`src/rtl/spi_flash_pkg.sv`:
```
// Shared types and constants for the SPI flash reader: FSM state encoding and flash opcodes.
package spi_flash_pkg;

    typedef enum logic [2:0] {
        IDLE,
        CMD,
        ADDR,
        DUMMY,
        DATA,
        WAIT,
        DONE
    } state_t;

    localparam logic [7:0]  OPC_READ      = 8'h03;
    localparam logic [7:0]  OPC_FAST_READ = 8'h0B;
    localparam int unsigned ADDR_BYTES    = 3;

endpackage

```
`src/rtl/spi_byte_shift.sv`:
```
// One 8-bit full-duplex SPI mode-0 transfer: MOSI shifts on SCLK fall, MISO samples on SCLK rise.
module spi_byte_shift
    import spi_flash_pkg::*;
#(
    parameter int unsigned CLK_DIV = 4
) (
    input  logic       CLK,
    input  logic       RST,
    input  logic       load,
    input  logic [7:0] tx_byte,
    input  logic       miso,
    output logic       sclk,
    output logic       mosi,
    output logic       active,
    output logic       byte_done,
    output logic [7:0] rx_byte
);

    localparam int unsigned CW = (CLK_DIV > 1) ? $clog2(CLK_DIV) : 1;
    localparam logic [CW-1:0] DIV_MAX = CW'(CLK_DIV - 1);

    logic          active_q;
    logic          sclk_q;
    logic          done_q;
    logic [CW-1:0] div_q;
    logic [2:0]    bit_q;
    logic [7:0]    tx_q;
    logic [7:0]    rx_q;

    always_ff @(posedge CLK) begin
        if (RST) begin
            active_q <= 1'b0;
            sclk_q   <= 1'b0;
            done_q   <= 1'b0;
            div_q    <= '0;
            bit_q    <= '0;
            tx_q     <= '0;
            rx_q     <= '0;
        end else begin
            done_q <= 1'b0;
            if (!active_q) begin
                if (load) begin
                    active_q <= 1'b1;
                    sclk_q   <= 1'b0;
                    div_q    <= '0;
                    bit_q    <= '0;
                    tx_q     <= tx_byte;
                end
            end else if (div_q == DIV_MAX) begin
                div_q <= '0;
                if (!sclk_q) begin
                    sclk_q <= 1'b1;
                    rx_q   <= {rx_q[6:0], miso};
                end else begin
                    // Falling edge: advance MOSI; a zero is shifted in so MOSI idles low.
                    sclk_q <= 1'b0;
                    tx_q   <= {tx_q[6:0], 1'b0};
                    bit_q  <= bit_q + 3'd1;
                    if (bit_q == 3'd7) begin
                        active_q <= 1'b0;
                        done_q   <= 1'b1;
                    end
                end
            end else begin
                div_q <= div_q + 1'b1;
            end
        end
    end

    assign sclk      = sclk_q;
    assign mosi      = tx_q[7];
    assign active    = active_q;
    assign byte_done = done_q;
    assign rx_byte   = rx_q;

endmodule

```
`src/rtl/spi_flash_reader.sv`:
```
// SPI NOR flash read sequencer (opcode, 24-bit address, optional dummy byte, N data bytes).
// Define SPI_FAST_READ_EN to use FAST READ (0x0B) with one dummy byte.
module spi_flash_reader
    import spi_flash_pkg::*;
#(
    parameter int unsigned CLK_DIV = 4,
    parameter int unsigned LEN_W   = 16
) (
    input  logic             CLK,
    input  logic             RST,
    input  logic             start,
    input  logic [23:0]      addr,
    input  logic [LEN_W-1:0] len,
    output logic             busy,
    output logic             done,
    output logic [7:0]       dout,
    output logic             dout_valid,
    input  logic             dout_ready,
    output logic             spi_cs,
    output logic             spi_clk,
    output logic             spi_dout,
    input  logic             spi_din
);

`ifdef SPI_FAST_READ_EN
    localparam logic [7:0] OPCODE     = OPC_FAST_READ;
    localparam state_t     AFTER_ADDR = DUMMY;
`else
    localparam logic [7:0] OPCODE     = OPC_READ;
    localparam state_t     AFTER_ADDR = DATA;
`endif

    localparam int unsigned CW = (CLK_DIV > 1) ? $clog2(CLK_DIV) : 1;
    localparam logic [CW-1:0] DIV_MAX = CW'(CLK_DIV - 1);

    state_t           state_q, state_d;
    logic [23:0]      addr_q;
    logic [LEN_W-1:0] rem_q;
    logic [1:0]       idx_q;
    logic [7:0]       dout_q;
    logic             valid_q;
    logic [CW-1:0]    tail_q;

    logic             sh_load;
    logic [7:0]       sh_tx;
    logic             sh_active;
    logic             sh_done;
    logic [7:0]       sh_rx;

    spi_byte_shift #(
        .CLK_DIV (CLK_DIV)
    ) u_shift (
        .CLK       (CLK),
        .RST       (RST),
        .load      (sh_load),
        .tx_byte   (sh_tx),
        .miso      (spi_din),
        .sclk      (spi_clk),
        .mosi      (spi_dout),
        .active    (sh_active),
        .byte_done (sh_done),
        .rx_byte   (sh_rx)
    );

    always_ff @(posedge CLK) begin
        if (RST) begin
            state_q <= IDLE;
        end else begin
            state_q <= state_d;
        end
    end

    always_comb begin
        state_d = state_q;
        unique case (state_q)
            IDLE:  if (start) state_d = (len != '0) ? CMD : DONE;
            CMD:   if (sh_done) state_d = ADDR;
            ADDR:  if (sh_done && idx_q == 2'(ADDR_BYTES - 1)) state_d = AFTER_ADDR;
            DUMMY: if (sh_done) state_d = DATA;
            DATA:  if (sh_done) state_d = WAIT;
            WAIT: begin
                // After the last byte is taken, linger one half-period before releasing CS.
                if (valid_q) begin
                    if (dout_ready && rem_q != '0) state_d = DATA;
                end else if (tail_q == DIV_MAX) begin
                    state_d = DONE;
                end
            end
            DONE:    state_d = IDLE;
            default: state_d = IDLE;
        endcase
    end

    always_comb begin
        busy    = (state_q != IDLE);
        done    = (state_q == DONE);
        spi_cs  = (state_q == IDLE) || (state_q == DONE);
        sh_load = 1'b0;
        sh_tx   = 8'h00;
        if (state_q == CMD || state_q == ADDR || state_q == DUMMY || state_q == DATA) begin
            sh_load = !sh_active && !sh_done;
        end
        if (state_q == CMD) begin
            sh_tx = OPCODE;
        end else if (state_q == ADDR) begin
            unique case (idx_q)
                2'd0:    sh_tx = addr_q[23:16];
                2'd1:    sh_tx = addr_q[15:8];
                default: sh_tx = addr_q[7:0];
            endcase
        end
    end

    always_ff @(posedge CLK) begin
        if (RST) begin
            addr_q  <= '0;
            rem_q   <= '0;
            idx_q   <= '0;
            dout_q  <= '0;
            valid_q <= 1'b0;
            tail_q  <= '0;
        end else begin
            if (state_q == IDLE && start) begin
                addr_q <= addr;
                rem_q  <= len;
                idx_q  <= '0;
            end
            if (state_q == ADDR && sh_done) begin
                idx_q <= idx_q + 2'd1;
            end
            if (state_q == DATA && sh_done) begin
                dout_q  <= sh_rx;
                valid_q <= 1'b1;
                rem_q   <= rem_q - 1'b1;
            end else if (valid_q && dout_ready) begin
                valid_q <= 1'b0;
            end
            if (state_q == WAIT && !valid_q) begin
                tail_q <= tail_q + 1'b1;
            end else begin
                tail_q <= '0;
            end
        end
    end

    assign dout       = dout_q;
    assign dout_valid = valid_q;

endmodule

```
`config.mk`:
```
export PLATFORM = sky130hd
export DESIGN_NAME = spi_flash_reader
export DESIGN_NICKNAME = d
export VERILOG_FILES = /design/src/rtl/spi_flash_pkg.sv /design/src/rtl/spi_byte_shift.sv /design/src/rtl/spi_flash_reader.sv
export SDC_FILE = /design/constraint.sdc
export NUM_CORES = 1
export LEC_CHECK = 0
export ABC_AREA = 1
export CORE_AREA = 2 2 109 111
export DETAILED_ROUTE_END_ITERATION = 12
export DIE_AREA = 0 0 111 113
export GPL_TIMING_DRIVEN = 0
export SLEW_MARGIN = 20
export SYNTH_ARGS = -nofsm -noshare
export SYNTH_HDL_FRONTEND = slang
export SYNTH_SLANG_ARGS = --single-unit
```
`constraint.sdc`:
```
create_clock -name CLK -period 2.6 [get_ports CLK]
set_input_delay 0.78 -clock CLK [delete_from_list [all_inputs] [get_ports CLK]]
set_output_delay 0.78 -clock CLK [all_outputs]
set_load 0.005 [all_outputs]
```
==> flow_summary.json <==
{
  "outcome": "finished clean",
  "worstPathCellList": "buf_2 > nor2_4 > nand2_4 > o21ai_0 > clkdlybuf4s50_1",
  "ys.flop_type": "dfxtp_1",
  "grt_pass1_wl_mm": 17.66,
  "fin_total_pwr_mw": 4.854,
  "first_pass_iters": 5,
  "grtUsageMet2_pct": 30.22,
  "htree_levels": 3,
  "synthMuxAreaShare_pct": 0,
  "max_cap_viol_count": 0,
  "wl_per_cell_um": 13.67,
  "cts_made_buffers": 9,
  "final_area_um2": 4952,
  "min_to": "tail_q[0]",
  "multiInputGateArea_um2": 1998,
  "grt_start_max_net_pins": 13,
  "synth_top_family_by_area": "simple AND/OR/NAND/NOR gates",
  "cts_sinks": 80,
  "design.core.area_um2": 11270,
  "netlist_area_um2": 3904,
  "synthToLayoutAreaGrowth_pct": 26.86,
  "critPathMaxStageDelay_ps": 530,
  "cp_top_family": "buffers and inverters",
  "startpoint": "state_q[0]",
  "reg2reg_slack_ps": 830,
  "dpl.hpwl_mm": 8.071,
  "routed_wl_mm": 10.79,
  "min_path_type": "flip-flop to flip-flop",
  "min_path_cells": 1,
  "yosysUniqueCellTypes": 39,
  "finalNetCount": 696,
  "setup_viol": 0,
  "cp-start-kind": "flip-flop",
  "grt_use_total_pct": 17.52,
  "hold_viol": 0,
  "vdd_ir_drop_max_v": 0.0006336,
  "fillers": 1140,
  "path_clk_slew_ps": 60,
  "syn_area_per_cell_um2": 6.813,
  "rsz0062_at_grt": "no",
  "routabilityCongestion": 0.9408,
  "routed_via_density": 4.910,
  "synth_edf_count": 0,
  "drive_above_1_share_pct": 6.347,
  "die_h_um": 113,
  "fmax_mhz": 399.7,
  "met1_usage_pct": 21.52,
  "utilization_pct": 43.93,
  "fin_crit_ps": 2502,
  "seqCellArea_um2": 1604,
  "busiest_layer": "met2",
  "syn_inst": 573,
  "synth_simple_gate_area_share_pct": 31.03,
  "place_ws_ps": 242.2,
  "synthAdderAreaFrac_pct": 2.885,
  "diodes": 0,
  "synth_async_sr_flop_share_pct": 0,
  "reg2reg_from": "u_shift.div_q[0]",
  "antenna_found_initial": 0,
  "routed-via-count": 3874,
  "design.portCount": 59,
  "cts_tree": "built",
  "synth.top_cell.area_share_pct": 41.03,
  "synthXorXnorAreaFrac_pct": 0,
  "min_period_over_period_pct": 96.22,
  "rows": 39,
  "clkLatencyLatePin_ps": 330,
  "tightest_slew_ps": 607.6,
  "setup.worst_path.end_class": "output port",
  "synth_top_cell_by_area": "dfxtp_1",
  "slowest_stage": "clkdlybuf4s50_1",
  "drv_slew": 0,
  "clockBufferDepth": 2,
  "die_w_um": 111,
  "root_buffer": "clkbuf_16",
  "reg2reg_to": "u_shift.rx_byte[6]",
  "place_area_um2": 4653,
  "r2r_cells": 6,
  "timing.critical_path.buf_inv": 2,
  "synth.most_common_cell": "nor2_1",
  "finalSetupTns_ps": 0,
  "crit_fanout": 9,
  "synth_fp_nets": 627,
  "grt_pass1_vias": 3735,
  "grt_overflow": 0,
  "required_ps": 1820,
  "synth_seq_cells": 80,
  "ys_seq_area_share_pct": 41.03,
  "initial_utilization_pct": 34.63,
  "antenna_left": 0,
  "slew_headroom_pct": 59.49,
  "cp.arrival_ps": 1720,
  "synthTopCellsByCount": "nor2_1 (131), nand2_1 (116), dfxtp_1 (80)",
  "dr.first_iter.drc_count": 264,
  "netlist_top_cells_area": "dfxtp_1 (41%), nor2_1 (13%), nand2_1 (11%)",
  "fin_ws_ps": 98.21,
  "port_buffers": 57,
  "synth_warnings": 0,
  "dieArea_um2": 12540,
  "min-delay-start": "tail_q[0]",
  "use_met3_pct": 4.446,
  "drc": 0,
  "leakagePower_nw": 2.102,
  "pwr_density_cell_nw_per_um2": 980.1,
  "synth_compound_area_share_pct": 17.28,
  "crit_type": "flip-flop to output port",
  "skew_ps": 5.058
}
==> per-stage QoR <==
stage | std cells | hold WS [ps]
floorplan | 573 | 397.3
global placement | 773 | 404.9
detailed placement | 773 | 414.8
CTS | 788 | 423.2
global route | 789 | 445.8
finish | 789 | 424.0
==> placed cells by master (no fill, tap or decap), types with 3 or more instances in the layout <==
cell type	count
buf_4	3
inv_2	3
nand2_1	116
nor2_1	131
ha_1	9
o21ai_0	56
nand2_4	3
clkdlybuf4s50_1	57
o22ai_1	7
nand3_1	26
clkbuf_1	15
inv_1	48
clkbuf_16	9
a31oi_1	3
dfxtp_1	78
buf_2	5
a21oi_1	40
o211ai_1	5
==> worst register-to-register path, cell delays in order, from the launching register on <==
cell and delay, ps:
dfxtp_1 360, ha_1 180, nand2_1 130, nor2_1 390, clkinv_1 360, nor2_1 180, nor2_1 70
==> logic make-up (layout without fill, tap and decap cells) <==
group / Yosys count / after routing
AO/OA/AOI/OAI: 121 / 121
flip-flops: 80 / 80
AND/OR/NAND/NOR: 289 / 289
adder cells (fa/ha/maj): 9 / 9
buffers and inverters: 74 / 147
==> timing repair <==
action                     in CTS  in global routing
setup buffers                   0                  1
setup endpoints to repair       0                  1
gates resized for setup         0                  2
hold buffers                    0                  0
==> final cells by class <==
cell class,count,share of cell area (%)
multi-input cells,419,40.35
flip-flops and latches,80,32.39
repair buffers,58,11.67
clock buffers,12,4.977
inverters,53,4.118
well taps,143,3.613
plain buffers,21,2.021
clock inverters,3,0.8590
==> registers in the layout (all words and copies together), names as in the netlist, 2 cells and up <==
| name | count |
|---|---|
| addr_q | 24 |
| dout | 8 |
| idx_q | 2 |
| rem_q | 16 |
| state_q | 3 |
| tail_q | 2 |
| u_shift.bit_q | 3 |
| u_shift.div_q | 2 |
| u_shift.rx_byte | 8 |
| u_shift.tx_q | 8 |
==> worst max-delay path by stage <==
stage,endpoint,depth (start not counted)
after global routing,spi_cs,5
after global placement,rem_q[9],10
after CTS,spi_cs,5
final,spi_cs,5
after detailed placement,rem_q[9],10
after floorplan,u_shift.bit_q[0],6
==> report_power, final <==
| group | total [mW] | switching (mW) | leakage, nW | internal (mW) |
|---|---|---|---|---|
| combinational | 1.99 | 1.26 | 1.31 | 0.726 |
| sequential | 1.61 | 0.146 | 0.655 | 1.47 |
| clock | 1.25 | 0.491 | 0.139 | 0.764 |
| total | 4.85 | 1.90 | 2.10 | 2.96 |
==> per-layer routing <==
layer | wire length [um] | vias to the layer above | share of wire (%)
li1 | - | 1989 | -
met1 | 4996 | 1806 | 46
met2 | 5198 | 71 | 48
met3 | 435 | 8 | 4.0
met4 | 155 | 0 | 1.4
met5 | 0 | - | 0
Power figures use the tool's default switching activity.
